<file path="config.mk">
export PLATFORM = sky130hd
export DESIGN_NAME = dmem_loader_flat
export DESIGN_NICKNAME = d
export VERILOG_FILES = /design/src/rtl/dmem_loader_if.sv /design/src/rtl/dmem_loader.sv /design/src/flat_wrapper.sv
export SDC_FILE = /design/constraint.sdc
export NUM_CORES = 2
export LEC_CHECK = 0
export BUFFER_PORTS_ARGS = -buffer_cell sky130_fd_sc_hd__buf_2
export CAP_MARGIN = 20
export CORE_ASPECT_RATIO = 1.5
export CORE_MARGIN = 5
export CORE_UTILIZATION = 45
export CTS_CLUSTER_DIAMETER = 150
export DETAILED_ROUTE_END_ITERATION = 8
export HOLD_SLACK_MARGIN = 0.06
export PLACE_DENSITY = 0.57
export SLEW_MARGIN = 10
export SYNTH_ARGS = -nofsm -noshare
export SYNTH_HDL_FRONTEND = slang
export SYNTH_SLANG_ARGS = --single-unit
</file>
<file path="constraint.sdc">
create_clock -name clk -period 7.04 [get_ports clk]
set_input_delay 1.408 -clock clk [delete_from_list [all_inputs] [get_ports clk]]
set_output_delay 1.408 -clock clk [all_outputs]
set_load 0.02 [all_outputs]
</file>
<file path="src/rtl/dmem_loader_if.sv">
`default_nettype none
// ============================================================================
// Module      : dmem_loader_if
// Description : Loader byte stream and CPU memory-port bundle for dmem_loader.
// Revision    : 1.0 - initial release
// ============================================================================
interface dmem_loader_if;
    // Loader byte stream (valid/ready)
    logic       ld_valid;
    logic [7:0] ld_data;
    logic       ld_last;
    logic       ld_ready;

    // CPU memory port
    logic [7:0] cpu_addr;
    logic       cpu_r_n;
    logic       cpu_w_n;
    logic [7:0] cpu_wdata;
    logic       cpu_stop;
    logic [7:0] cpu_rdata;
    logic       cpu_rst;

    modport master (
        output ld_valid, ld_data, ld_last,
        output cpu_addr, cpu_r_n, cpu_w_n, cpu_wdata, cpu_stop,
        input  ld_ready, cpu_rdata, cpu_rst
    );

    modport slave (
        input  ld_valid, ld_data, ld_last,
        input  cpu_addr, cpu_r_n, cpu_w_n, cpu_wdata, cpu_stop,
        output ld_ready, cpu_rdata, cpu_rst
    );
endinterface
`default_nettype wire

</file>
<file path="src/rtl/dmem_loader.sv">
`default_nettype none
// ============================================================================
// Module      : dmem_loader
// Description : 256x8 program/data RAM with stream boot loader, CPU reset
//               sequencing, memory-mapped output port and run-cycle counter.
// Revision    : 1.0 - initial release
// ============================================================================
module dmem_loader #(
    parameter logic [7:0] IO_ADDR = 8'hFF,
    parameter int         CYC_W   = 16
) (
    input  wire logic             clk,
    input  wire logic             rst,
    dmem_loader_if.slave          bus,
    input  wire logic             reload,
    output logic                  io_valid,
    output logic [7:0]            io_data,
    output logic [8:0]            load_len,
    output logic [CYC_W-1:0]      run_cycles,
    output logic                  halted
);

    typedef enum logic [1:0] {
        S_LOAD    = 2'd0,
        S_RELEASE = 2'd1,
        S_RUN     = 2'd2,
        S_HALT    = 2'd3
    } state_t;

    state_t             r_state;
    state_t             w_state_nxt;

    logic [7:0]         r_mem [0:255];
    logic [7:0]         r_ptr;
    logic [8:0]         r_load_len;
    logic [CYC_W-1:0]   r_run_cycles;
    logic               r_io_valid;
    logic [7:0]         r_io_data;

    logic               w_ld_fire;
    logic               w_cpu_wr;
    logic               w_io_hit;
    logic               w_mem_we;
    logic [7:0]         w_mem_addr;
    logic [7:0]         w_mem_wdata;

    // reload takes priority: a byte or CPU write coinciding with it is dropped
    assign w_ld_fire   = (r_state == S_LOAD) && bus.ld_valid && !reload;
    assign w_cpu_wr    = (r_state == S_RUN) && !bus.cpu_w_n && !reload;
    assign w_io_hit    = (bus.cpu_addr == IO_ADDR);
    assign w_mem_we    = w_ld_fire || (w_cpu_wr && !w_io_hit);
    assign w_mem_addr  = w_ld_fire ? r_ptr : bus.cpu_addr;
    assign w_mem_wdata = w_ld_fire ? bus.ld_data : bus.cpu_wdata;

    // RAM has no reset; contents are undefined until loaded
    always_ff @(posedge clk) begin
        if (w_mem_we) begin
            r_mem[w_mem_addr] <= w_mem_wdata;
        end
    end

    always_ff @(posedge clk or posedge rst) begin
        if (rst) begin
            r_state <= S_LOAD;
        end else begin
            r_state <= w_state_nxt;
        end
    end

    always_comb begin
        w_state_nxt   = r_state;
        bus.ld_ready  = 1'b0;
        bus.cpu_rst   = 1'b0;
        bus.cpu_rdata = 8'h00;
        halted        = 1'b0;

        case (r_state)
            S_LOAD: begin
                bus.ld_ready = 1'b1;
                bus.cpu_rst  = 1'b1;
                if (w_ld_fire && (bus.ld_last || (r_ptr == 8'hFF))) begin
                    w_state_nxt = S_RELEASE;
                end
            end
            S_RELEASE: begin
                bus.cpu_rst = 1'b1;
                w_state_nxt = S_RUN;
            end
            S_RUN: begin
                // Same-cycle read: the CPU samples mem_in on the edge R is low
                if (!bus.cpu_r_n && !w_io_hit) begin
                    bus.cpu_rdata = r_mem[bus.cpu_addr];
                end
                if (bus.cpu_stop) begin
                    w_state_nxt = S_HALT;
                end
            end
            S_HALT: begin
                halted = 1'b1;
            end
            default: begin
                w_state_nxt = S_LOAD;
            end
        endcase

        if (reload) begin
            w_state_nxt = S_LOAD;
        end
    end

    always_ff @(posedge clk or posedge rst) begin
        if (rst) begin
            r_ptr        <= 8'h00;
            r_load_len   <= 9'd0;
            r_run_cycles <= '0;
            r_io_valid   <= 1'b0;
            r_io_data    <= 8'h00;
        end else begin
            r_io_valid <= w_cpu_wr && w_io_hit;
            if (w_cpu_wr && w_io_hit) begin
                r_io_data <= bus.cpu_wdata;
            end

            if (reload) begin
                r_ptr        <= 8'h00;
                r_load_len   <= 9'd0;
                r_run_cycles <= '0;
            end else begin
                if (w_ld_fire) begin
                    r_ptr      <= r_ptr + 8'd1;
                    r_load_len <= r_load_len + 9'd1;
                end
                if ((r_state == S_RUN) && (r_run_cycles != {CYC_W{1'b1}})) begin
                    r_run_cycles <= r_run_cycles + 1'b1;
                end
            end
        end
    end

    assign io_valid   = r_io_valid;
    assign io_data    = r_io_data;
    assign load_len   = r_load_len;
    assign run_cycles = r_run_cycles;

endmodule
`default_nettype wire

</file>
<file path="src/flat_wrapper.sv">
// flat-port wrapper written by rule: the top's interface ports become plain ports
module dmem_loader_flat 
#(
    parameter logic [7:0] IO_ADDR = 8'hFF,
    parameter int         CYC_W   = 16
)
  (clk, rst, reload, io_valid, io_data, load_len, run_cycles, halted, bus_ld_valid, bus_ld_data, bus_ld_last, bus_cpu_addr, bus_cpu_r_n, bus_cpu_w_n, bus_cpu_wdata, bus_cpu_stop, bus_ld_ready, bus_cpu_rdata, bus_cpu_rst);
  dmem_loader_if bus_i ();
  input  wire logic clk;
  input  wire logic rst;
  input  wire logic reload;
  output logic io_valid;
  output logic [7:0] io_data;
  output logic [8:0] load_len;
  output logic [CYC_W-1:0] run_cycles;
  output logic halted;
  input wire logic [$bits(bus_i.ld_valid)-1:0] bus_ld_valid;
  input wire logic [$bits(bus_i.ld_data)-1:0] bus_ld_data;
  input wire logic [$bits(bus_i.ld_last)-1:0] bus_ld_last;
  input wire logic [$bits(bus_i.cpu_addr)-1:0] bus_cpu_addr;
  input wire logic [$bits(bus_i.cpu_r_n)-1:0] bus_cpu_r_n;
  input wire logic [$bits(bus_i.cpu_w_n)-1:0] bus_cpu_w_n;
  input wire logic [$bits(bus_i.cpu_wdata)-1:0] bus_cpu_wdata;
  input wire logic [$bits(bus_i.cpu_stop)-1:0] bus_cpu_stop;
  output wire logic [$bits(bus_i.ld_ready)-1:0] bus_ld_ready;
  output wire logic [$bits(bus_i.cpu_rdata)-1:0] bus_cpu_rdata;
  output wire logic [$bits(bus_i.cpu_rst)-1:0] bus_cpu_rst;
  assign bus_i.ld_valid = bus_ld_valid;
  assign bus_i.ld_data = bus_ld_data;
  assign bus_i.ld_last = bus_ld_last;
  assign bus_i.cpu_addr = bus_cpu_addr;
  assign bus_i.cpu_r_n = bus_cpu_r_n;
  assign bus_i.cpu_w_n = bus_cpu_w_n;
  assign bus_i.cpu_wdata = bus_cpu_wdata;
  assign bus_i.cpu_stop = bus_cpu_stop;
  assign bus_ld_ready = bus_i.ld_ready;
  assign bus_cpu_rdata = bus_i.cpu_rdata;
  assign bus_cpu_rst = bus_i.cpu_rst;
  dmem_loader #(.IO_ADDR(IO_ADDR), .CYC_W(CYC_W)) u_core (.clk(clk), .rst(rst), .bus(bus_i), .reload(reload), .io_valid(io_valid), .io_data(io_data), .load_len(load_len), .run_cycles(run_cycles), .halted(halted));
endmodule
</file>
After elaboration in Yosys (flattened, before gate mapping):

Memories as Yosys holds them, arrays and structs flattened.
Cells that the tools add are included.

* flip-flop bits (word level): 44
* output and inout port bits: 45
* memory bits (writable): 2048
* word-level logic and storage cells: 58
* bits of input ports: 32
* memories: 1

Memories
* u_core.r_mem: words 256, bits a word 8, read ports 1, clocked after memory_dff 0, write ports 1, line dmem_loader.sv:33 `logic [7:0] r_mem [0:255];`

* reduce and logical (&&, ||, !) cells: 21
* muxes and demuxes: 19
* add/subtract/negate cells: 3
* equal/unequal tests: 8

Operators by type and width (number)
* $mux W8: 6
* $mux W16: 2
* $mux W9: 2
* $add A16 B1 Y16 const B: 1
* $eq A8 B8 Y1 const B: 2
* $ne A16 B16 Y1 const B: 1
* $add A9 B1 Y9 const B: 1
* $logic_and A1 B1 Y1: 9
* $add A8 B1 Y8 const B: 1
* $mux W2: 3
* $ne A3 B3 Y1 const B: 2
* $pmux W2 S3: 1
* $mux W1: 5
* $eq A2 B2 Y1 const B: 2
* $logic_not A1 Y1: 4
* $reduce_bool A2 Y1: 2
* $reduce_bool A4 Y1: 1
* $reduce_and A3 Y1: 1
* $eq A2 B1 Y1 const B: 1
* $logic_not A2 Y1: 1
* $logic_or A1 B1 Y1: 2
* $reduce_or A2 Y1: 1

Depth between registers and ports, before layout:

* word-level depth: 7
* gate-level depth with buffers: 13
* gate-level depth less buffers: 9

Worst setup path before layout:

Ideal clock, no wire load.

* path kind: in2reg
* from: in bus_ld_valid
* to: mem u_core.r_mem[0][0] (data pin)
* arrival: 5505 ps
* path slack: 712 ps
* cell stages on the path: 7
* buffers on the path: 3
* setup time: 823 ps
* data required time: 6217 ps
* cells stage by stage: and2_1 clkbuf_1 nand2b_1 clkbuf_1 buf_1 nand2_1 nand2_1

* longest elaborated chain between the ends: 3

RTL lines
* start, declared: line flat_wrapper.sv:17 `input wire logic [$bits(bus_i.ld_valid)-1:0] bus_ld_valid;`
* $logic_and A1 B1 Y1 (2 in series): line dmem_loader.sv:48 `assign w_ld_fire = (r_state == S_LOAD) && bus.ld_valid && !reload;`
* $mux W8: line dmem_loader.sv:53 `assign w_mem_wdata = w_ld_fire ? bus.ld_data : bus.cpu_wdata;`
* named net u_core.w_mem_wdata[0]: line dmem_loader.sv:45 `logic [7:0] w_mem_wdata;`
* end, declared: line dmem_loader.sv:33

The timed path passes the listed nets, and every way through them passes these cells.

Final worst setup path:

* from: in bus_cpu_addr[0]
* to: out bus_cpu_rdata[5]

* longest elaborated chain between the ends: 5
* elaborated cells on any way between the ends: 6
* those cells by class: 1 x eq/ne; 2 x mux; 2 x reduce/logical; 1 x memory

RTL lines
* start, declared: line flat_wrapper.sv:20 `input wire logic [$bits(bus_i.cpu_addr)-1:0] bus_cpu_addr;`
* parallel branches: the longest is 3 deep, another holds $mem_v2 Z256 W8
* $mux W8 (*): line dmem_loader.sv:91 `if (!bus.cpu_r_n && !w_io_hit) begin`
* $mux W8 (*): line dmem_loader.sv:77 `case (r_state)`
* end, declared: line flat_wrapper.sv:26 `output wire logic [$bits(bus_i.cpu_rdata)-1:0] bus_cpu_rdata;`

Every way passes the cells marked *.

==> qor.csv <==
metric,value,unit
outcome,"finished, final reports clean",
layout cell share with drive strength beyond 1,24.1,%
DR pass1 iterations,7,
CP Launch Type,input port,
first-pass GRT wire length,328000,um
clock skew,41.3,ps
cells after synthesis,4036,
vias in the first global route,42600,
final instance area,0.0921,mm2
dpl cell area,0.0863,mm2
share of power burned in registers,54.0,%
Netlist cell types,76,
Post-DRT Antenna Nets,0,
Clock Latency Late Sink,840,ps
CTS sink count,2092,
arrival time worst endpoint,5470,ps
mean post-synth cell area,20.3,um2
top cell type's share of synthesized area,74.9,%
Fin. Hold Viols,0,
ratio of total power to cell area,286,mW/mm2
multiplexer share of the synthesized area,15.3,%
P_leak,29.1,nW
Placer Congestion,0.869,
area grow syn2layout,12.3,%
f_max,145,MHz
Initial DRC Count,4466,
DRC,0,
P_int,20.3,mW
Synth area leaders,"edfxtp_1, mux4_2, mux2i_1",
hpwl dp,145000,um
MaxCap Viol Count,0,
clock share of power,37.9,%
Post-CTS Repair Setup Buffers,0,
Longest Clk Path Bufs,4,
DP Worst Slack,50.6,ps
CP Max Fanout,34,
pin count of the biggest net entering global routing,175,
Global Route Usage Sum,24.1,%
number of H-tree levels,4,
"commonest non-fill, non-tap cell in the layout",edfxtp_1,
final setup violation count,0,
fin nets,4330,
IO Port Bufs,76,
"commonest cells after routing, fill and taps aside","edfxtp_1, mux4_2, nor2_1, clkbuf_16, buf_4",
Num CTS Buffers,194,
WL/cell,33.8,um
Vias,42100,
hold slack,472,ps
reported net switching power,6.09,mW
FP Rows,192,
max_slew headroom,15.9,%
die height,533,um
Root Driver,clkbuf_16,
Setup WS post-layout,166,ps
final wirelength,232000,um
Worst setup EP type,output pin,
Logic pwr share,8.1,%
gr ovfl total,0,
final max-slew violation count,0,
CTS tree,yes,
Syn Std Cell Area,0.0821,mm2
Compound-Gate Fraction of Synth Area,3.18,%
Total Power,26.3,mW
cell taking the most area after synthesis,edfxtp_1,
# IOs,77,
worst slew pin tran,1260,ps
Main synth FF type,edfxtp_1,
Initial Util,45.1,%
Synthesized Nets,4075,
RSZ-0062 raised after global routing,no,
Simple-Gate Fraction of Synth Area,3.20,%
"FF+latch count, synth",2092,
main combinational cell family by area after synthesis,multiplexers,
largest vdd supply drop,0.000225,V
chip width,359,um
crit path kind,input port to output pin,
Sw Share,23.1,%
core footprint,0.182,mm2
worst path required time,5630,ps
hold buffer count at cts,0,
adder-cell share of the synthesized area,0.107,%
async set or reset register ratio after synthesis,2.10,%
die area,0.191,mm2
Synth Area in XOR/XNOR,0.235,%
"EDFF count, synth",2048,
clock slew at reported path FFs,60,ps
Via density,6.13,
initial antenna violation count,9,
Yosys warnings,0,
Final period util,97.6,%
sequential-to-total area share from yosys stat,76.3,%
fin util,50.7,%
post-layout min period,6870,ps
Hold Path Class,register to register,
## worst max-delay path: stages
cell	delay, ps
buf_8	380
buf_12	320
nand3b_4	510
buf_4	400
o22ai_1	160
nor4_1	80
a2111oi_1	1000
buf_4	270
a2111oi_1	60
o2bb2ai_1	520
buf_2	280
## layer usage
| metal | vias to the layer above | global-route usage (%) | wire, um |
|---|---|---|---|
| met5 | - | 0 | 12 |
| met1 | 22600 | 31.1 | 87400 |
| met3 | 445 | 4.00 | 15800 |
| met4 | 2 | 10.2 | 11100 |
| met2 | 1851 | 40.6 | 117000 |
| li1 | 17100 | - | - |
## final timing paths
kind / cells past startpoint / to / slack (ps) / start
max: 11 / bus_cpu_rdata[5] / 170 / bus_cpu_addr[0]
min: 2 / u_core.io_data[3] / 470 / u_core.io_data[3]
max reg2reg: 9 / u_core.r_mem[116][0] / 2190 / u_core.r_state[0]
min reg2reg: 2 / u_core.io_data[3] / 470 / u_core.io_data[3]
max in group asynchronous: 3 / u_core.io_valid / 6020 / rst
min in group asynchronous: 2 / u_core.run_cycles[13] / 540 / rst
## kinds of logic (layout without fill, tap and decap cells)
kind of cell / after synthesis / in the layout
flip-flops: 2092 / 2092
other: 0 / 6
adder cells (fa/ha/maj): 7 / 7
multiplexers: 672 / 672
AO/OA/AOI/OAI: 369 / 369
AND/OR/NAND/NOR: 620 / 620
XOR/XNOR: 22 / 22
buffers and inverters: 254 / 643
## registers in the layout, indices dropped and copies added (netlist names)
signal             count
u_core.run_cycles     16
u_core.r_ptr           8
u_core.load_len        9
u_core.io_data         8
u_core.io_valid        1
u_core.r_state         2
u_core.r_mem        2048
## cell usage after synthesis (23+ instances only)
cell,n
a211oi_1,23
a21oi_1,46
o21ai_0,52
o221ai_1,23
a22oi_1,44
mux2i_1,175
o22ai_1,50
buf_2,69
mux2_2,36
dfrtp_1,44
nand3_1,39
mux4_2,461
buf_4,32
nor2_1,328
edfxtp_1,2048
clkbuf_1,94
nand2_1,155
buf_6,24
## through the flow
step                      cells  TNS [ps]
after floorplan            4036         0
after global placement     6518     -31.3
after detailed placement   6519         0
after CTS                  6849         0
after global routing       6851         0
final                      6856         0
## power groups by stage
| stage | Sequential, mW | Clock (mW) | Combinational [mW] |
|---|---|---|---|
| after floorplan | 14.7 | 0 | 1.10 |
| after global placement | 14.5 | 0 | 2.11 |
| after detailed placement | 14.5 | 0 | 2.15 |
| after CTS | 14.2 | 10.1 | 2.15 |
| after global routing | 14.2 | 10.6 | 2.24 |
| final | 14.2 | 9.97 | 2.14 |
## what timing repair did
action                                  4_1_cts  5_1_grt
gates resized for setup                       0        1
endpoints found under the setup margin        0        1
hold endpoints to repair                      0        0
## layout make-up
class	count	area, um2
flip-flops and latches	2092	62600
diodes	6	15.0
multi-input cells	1690	18200
fillers	14500	89700
well taps	2425	3030
clock inverters	87	708
clock buffers	243	5080
repair buffers	299	2500
inverters	14	52.6
Note: power is estimated with default switching activity, not from simulation.
